$ cat src/rtl/parity_mux_pkg.sv
// Shared definitions for the mux-built parity pipeline: tree depth helper,
// counter width and the parity mode encoding.
package parity_mux_pkg;

  localparam int CNT_W = 16;

  typedef enum logic {
    MODE_EVEN = 1'b0,
    MODE_ODD  = 1'b1
  } mode_e;

  // Smallest depth whose binary tree covers width leaves (ceil log2, min 1 for width 2).
  function automatic int levels_f(input int width);
    int lv;
    lv = 0;
    for (int i = 0; i < 7; i++) begin
      if ((32'sd1 << lv) < width) begin
        lv = lv + 1;
      end
    end
    return lv;
  endfunction

endpackage

$ cat src/rtl/xor_mux_cell.sv
// Two-input XOR built only from 2:1 multiplexers and the constants 0/1.
module xor_mux_cell (
  input  logic a,
  input  logic b,
  output logic o
);

  logic a_inv;

  // First mux acts as an inverter: picks constant 0 when a=1, constant 1 when a=0.
  assign a_inv = a ? 1'b0 : 1'b1;
  assign o     = b ? a_inv : a;

endmodule

$ cat src/rtl/parity_mux_pipe.sv
// Pipelined parity reducer: one mux-built XOR tree level per stage, valid/ready
// on both sides. Optional txn_cnt output when PARITY_MUX_PIPE_CNT_EN is defined.
module parity_mux_pipe
  import parity_mux_pkg::*;
#(
  parameter int WIDTH = 8
) (
  input  logic             clk,
  input  logic             rst_n,
  input  logic             up_valid,
  output logic             up_ready,
  input  logic [WIDTH-1:0] up_data,
  input  logic             up_odd,
  output logic             down_valid,
  input  logic             down_ready,
  output logic [WIDTH-1:0] down_data,
  output logic             down_parity
`ifdef PARITY_MUX_PIPE_CNT_EN
  ,
  output logic [CNT_W-1:0] txn_cnt
`endif
);

  localparam int LEVELS = levels_f(WIDTH);
  localparam int LEAVES = 32'sd1 << LEVELS;

  for (genvar k = 1; k <= LEVELS; k++) begin : g_stg
    localparam int NK = LEAVES >> k;

    logic              valid_r;
    logic [WIDTH-1:0]  data_r;
    logic [NK-1:0]     part_r;
    logic              load_s;
    logic              in_valid_s;
    mode_e             in_mode_s;
    logic [WIDTH-1:0]  in_data_s;
    logic [2*NK-1:0]   in_part_s;
    logic [NK-1:0]     tree_s;
    logic [NK-1:0]     next_part_s;

    if (k == 1) begin : g_first
      assign in_valid_s = up_valid;
      assign in_mode_s  = mode_e'(up_odd);
      assign in_data_s  = up_data;
      // Missing leaves are tied to 0 so they do not disturb the XOR.
      if (LEAVES > WIDTH) begin : g_pad
        assign in_part_s = {{(LEAVES - WIDTH){1'b0}}, up_data};
      end else begin : g_nopad
        assign in_part_s = up_data;
      end
    end else begin : g_chain
      assign in_valid_s = g_stg[k-1].valid_r;
      assign in_mode_s  = g_stg[k-1].g_mode.mode_r;
      assign in_data_s  = g_stg[k-1].data_r;
      assign in_part_s  = g_stg[k-1].part_r;
    end

    if (k == LEVELS) begin : g_last_load
      assign load_s = !valid_r || down_ready;
    end else begin : g_mid_load
      assign load_s = !valid_r || g_stg[k+1].load_s;
    end

    for (genvar j = 0; j < NK; j++) begin : g_cell
      xor_mux_cell u_cell (
        .a (in_part_s[2*j]),
        .b (in_part_s[2*j+1]),
        .o (tree_s[j])
      );
    end

    if (k == LEVELS) begin : g_mode_apply
      // Even mode inverts the XOR result through a mux, using the mode captured with the word.
      assign next_part_s[0] = (in_mode_s == MODE_ODD) ? tree_s[0] : (tree_s[0] ? 1'b0 : 1'b1);
    end else begin : g_mode_pass
      assign next_part_s = tree_s;
    end

    // Stage register: advances whenever this stage is empty or its successor drains.
    always_ff @(posedge clk or negedge rst_n) begin
      if (!rst_n) begin
        valid_r <= 1'b0;
        data_r  <= {WIDTH{1'b0}};
        part_r  <= {NK{1'b0}};
      end else if (load_s) begin
        valid_r <= in_valid_s;
        data_r  <= in_data_s;
        part_r  <= next_part_s;
      end
    end

    if (k < LEVELS) begin : g_mode
      mode_e mode_r;
      // Mode travels with the word until the final stage consumes it.
      always_ff @(posedge clk or negedge rst_n) begin
        if (!rst_n) begin
          mode_r <= MODE_EVEN;
        end else if (load_s) begin
          mode_r <= in_mode_s;
        end
      end
    end
  end

  assign up_ready    = g_stg[1].load_s;
  assign down_valid  = g_stg[LEVELS].valid_r;
  assign down_data   = g_stg[LEVELS].data_r;
  assign down_parity = g_stg[LEVELS].part_r[0];

`ifdef PARITY_MUX_PIPE_CNT_EN
  logic [CNT_W-1:0] cnt_r;

  // Saturating count of downstream handshakes.
  always_ff @(posedge clk or negedge rst_n) begin
    if (!rst_n) begin
      cnt_r <= {CNT_W{1'b0}};
    end else if (down_valid && down_ready && (cnt_r != {CNT_W{1'b1}})) begin
      cnt_r <= cnt_r + {{(CNT_W-1){1'b0}}, 1'b1};
    end
  end

  assign txn_cnt = cnt_r;
`endif

endmodule

$ cat config.mk
export PLATFORM = sky130hd
export DESIGN_NAME = parity_mux_pipe
export DESIGN_NICKNAME = d
export VERILOG_FILES = /design/src/rtl/parity_mux_pkg.sv /design/src/rtl/xor_mux_cell.sv /design/src/rtl/parity_mux_pipe.sv
export SDC_FILE = /design/constraint.sdc
export NUM_CORES = 1
export LEC_CHECK = 0
export ABC_AREA = 1
export BUFFER_PORTS_ARGS = -buffer_cell sky130_fd_sc_hd__buf_2
export CAP_MARGIN = 10
export CELL_PAD_IN_SITES_DETAIL_PLACEMENT = 0
export CELL_PAD_IN_SITES_GLOBAL_PLACEMENT = 1
export CORE_MARGIN = 1
export CORE_UTILIZATION = 37
export DETAILED_ROUTE_END_ITERATION = 12
export GPL_ROUTABILITY_DRIVEN = 0
export HOLD_SLACK_MARGIN = 0.05
export PLACE_DENSITY = 0.74
export SLEW_MARGIN = 15
export SYNTH_ARGS = -nofsm -noshare
export SYNTH_HDL_FRONTEND = slang
export SYNTH_SLANG_ARGS = --single-unit
$ cat constraint.sdc
create_clock -name clk -period 1.1 [get_ports clk]
set_clock_uncertainty 0.05 [all_clocks]
set_input_delay 0.11 -clock clk [delete_from_list [all_inputs] [get_ports clk]]
set_output_delay 0.11 -clock clk [all_outputs]
set_load 0.02 [all_outputs]
==> flow_metrics.tcl <==
set metrics [dict create \
    final_max_slew_viol_count 0 \
    synthArstFlopShare_pct 100 \
    path_class "flop to output pin" \
    port_buffers 23 \
    die_w_um 64.8 \
    synth_most_common_cell "nand2_1" \
    ant_nets 0 \
    grt_usage_pct 14.5 \
    avgRoutedWirePerCell_um 10.1 \
    post_synth.cell_area_avg_um2 9.19 \
    setup_violations 17 \
    violations "negative setup slack" \
    nets 214 \
    ys_ff_latch 36 \
    clockBufferDepth 2 \
    hpwl_um 1780 \
    grt_max_degree 37 \
    p_sw_mw 0.956 \
    pre_cts_ws_ns -0.0403 \
    p_leak_nw 1.01 \
    cts.clk_slew.worst_paths_ns 0.07 \
    core_area_um2 3720 \
    diodes 0 \
    swShare_pct 29.2 \
    intPower_mw 2.32 \
    drtIter0Drc 34 \
    crit_fanout 3 \
    synth.distinct_cells 14 \
    clock_latency_ns 0.28 \
    drive_above_1_share_pct 22.8 \
    syn_to_final_growth_pct 29.3 \
    start_util_pct 39.3 \
    cts_made_buffers 5 \
    crit_slowest_cell "dfrtp_2" \
    holdWs_ns 0.244 \
    ys.flop_type "dfrtp_1" \
    rsz0062_at_grt "yes" \
    cp-end-kind "output pin" \
    place_inst 230 \
    fillerInstances 372 \
    synth_top_area_share_pct 61.6 \
    max_freq_ghz 0.828 \
    pwr-share-comb_pct 20.7 \
    ys_seq_area_share_pct 61.6 \
    ys_warn_count 0 \
    finalHoldViolations 0 \
    clock-root-buffer "clkbuf_8" \
    clkPwrFrac_pct 28.6 \
    status "finished with violations" \
    firstDrtPassIters 4 \
    synth_top_cells_by_count "nand2_1, dfrtp_1, inv_1, o21ai_0, nand3_1" \
    min_path_type "input port to flop" \
    slowest_delay_ns 0.36 \
    cellPowerDensity_nw_per_um2 1730 \
    netlist_instances 159 \
    final_area_um2 1890 \
    drv_cap 0 \
    worst_slew_pin_slew_ns 0.274 \
    synth_area_leaders "dfrtp_1, nand2_1, xor2_1, o21ai_0, nand3_1" \
    ir_worst_vdd_mv 0.706 \
    grt_pass1_vias 1042 \
    cp-start-kind "flop" \
    pin_count 24 \
    synth_top_cell_by_area "dfrtp_1" \
    grt_pass1_wl_um 4460 \
    overflow 0 \
    layout.cells.non_filler 250 \
    period_share_pct 110 \
    dpl_cell_area_um2 1670 \
    postLayoutCoreUtil_pct 50.8 \
    arrival_ns 1.05 \
    die_h_um 64.8 \
    cts_tree "done" \
    post-route-min-period_ns 1.21 \
    synth_edf_count 0 \
    dieArea_um2 4200 \
    num_vias 1056 \
    synth_fp_nets 172 \
    antenna_found_initial 0 \
    h-tree-depth 2 \
    slew_headroom_pct 81.7 \
    critPathRequiredTime_ns 0.94 \
    final.setup.worst_slack_ns -0.107 \
    p_seq_share_pct 50.7 \
    rows 22 \
    cp_cell_sequence "inv_2, nor2_4, nand3_4, buf_4" \
    vias_per_cell 4.22 \
    finalPower_mw 3.27 \
    tns_ns -0.950 \
    cts_num_sinks 36 \
    drc 0 \
    drt_wl_total_um 2510 \
    syn-cell-area_um2 1460 \
]
==> per-layer routing <==
layer / up-vias / global-route usage (%) / share of wire, %
met5: - / 0 / 0
met4: 0 / 6.67 / 0.80
met3: 2 / 5.11 / 3.8
met2: 20 / 23.7 / 48
met1: 468 / 16.9 / 48
li1: 566 / - / -
==> worst max-delay path: cells and delay by family, from the launching register on <==
kind | cells | cell delay (ns)
DFF | 1 | 0.36
and+or+nand+nor | 2 | 0.21
buffers and inverters | 2 | 0.20
==> final cells by class <==
cell class,count,area (µm²),area share (%)
clock inverter,2,10.0,0.530
inverter,10,42.5,2.25
clock buffer,6,82.6,4.37
multi-input combinational,107,483,25.6
timing repair buffer,41,309,16.4
sequential,36,902,47.7
tap,48,60.1,3.18
==> power groups by stage <==
| stage | clock network, mW | registers (mW) | logic (mW) |
|---|---|---|---|
| 3_3_place_gp | 0 | 1.68 | 0.636 |
| 6_report | 0.936 | 1.66 | 0.677 |
| 3_5_place_dp | 0 | 1.69 | 0.646 |
| 4_1_cts | 0.976 | 1.66 | 0.691 |
| 5_1_grt | 1.05 | 1.69 | 0.777 |
| 2_1_floorplan | 0 | 1.76 | 0.346 |
==> what timing repair did <==
item,4_1_cts,5_1_grt
endpoints found under the hold margin,46,0
pin swaps,0,0
setup endpoints to repair,13,35
gates resized for setup,4,1
buffers inserted,1,0
hold buffers,11,0
==> logic make-up (layout without fill, tap and decap cells) <==
family                    after synthesis  in the layout  share of synthesized area [%]
AOI/OAI and AO/OA                       9              9                           3.08
xor gates and xnor gates                6              6                           3.60
buffers and inverters                  16             59                           5.99
DFF                                    36             36                           61.6
and+or+nand+nor                        92             92                           25.7
==> sequential cells by signal (all words and copies together), names as in the netlist <==
signal / cells
g_stg.data_r: 16
down_data: 8
g_stg.part_r: 6
g_stg.g_mode.mode_r: 2
g_stg.valid_r: 2
down_parity: 1
down_valid: 1
==> final timing paths <==
check	startpoint	to	slack (ns)	cells after the start
worst max-delay path	down_valid	up_ready	-0.11	4
worst min-delay path	down_ready	g_stg[2].data_r[7]	0.24	5
worst max register to register	down_valid	g_stg[1].valid_r	-0.09	6
worst min register to register	down_data[6]	down_data[6]	0.42	2
max in group asynchronous	rst_n	down_valid	0.55	3
min in group asynchronous	rst_n	down_data[3]	0.26	3
==> cells in the final DEF, fill, tap and decap left out <==
cell	n
buf_12	2
buf_2	22
buf_4	5
buf_6	1
clkbuf_8	6
clkinv_2	2
dfrtp_1	35
dfrtp_2	1
dlygate4sd3_1	11
inv_1	8
inv_2	1
inv_6	1
nand2_1	80
nand2_2	1
nand3_1	7
nand3_4	1
nor2_4	1
o21ai_0	8
o21ai_1	1
or2_2	1
or2_4	1
xor2_1	6
(Power assumes the default switching activity.)
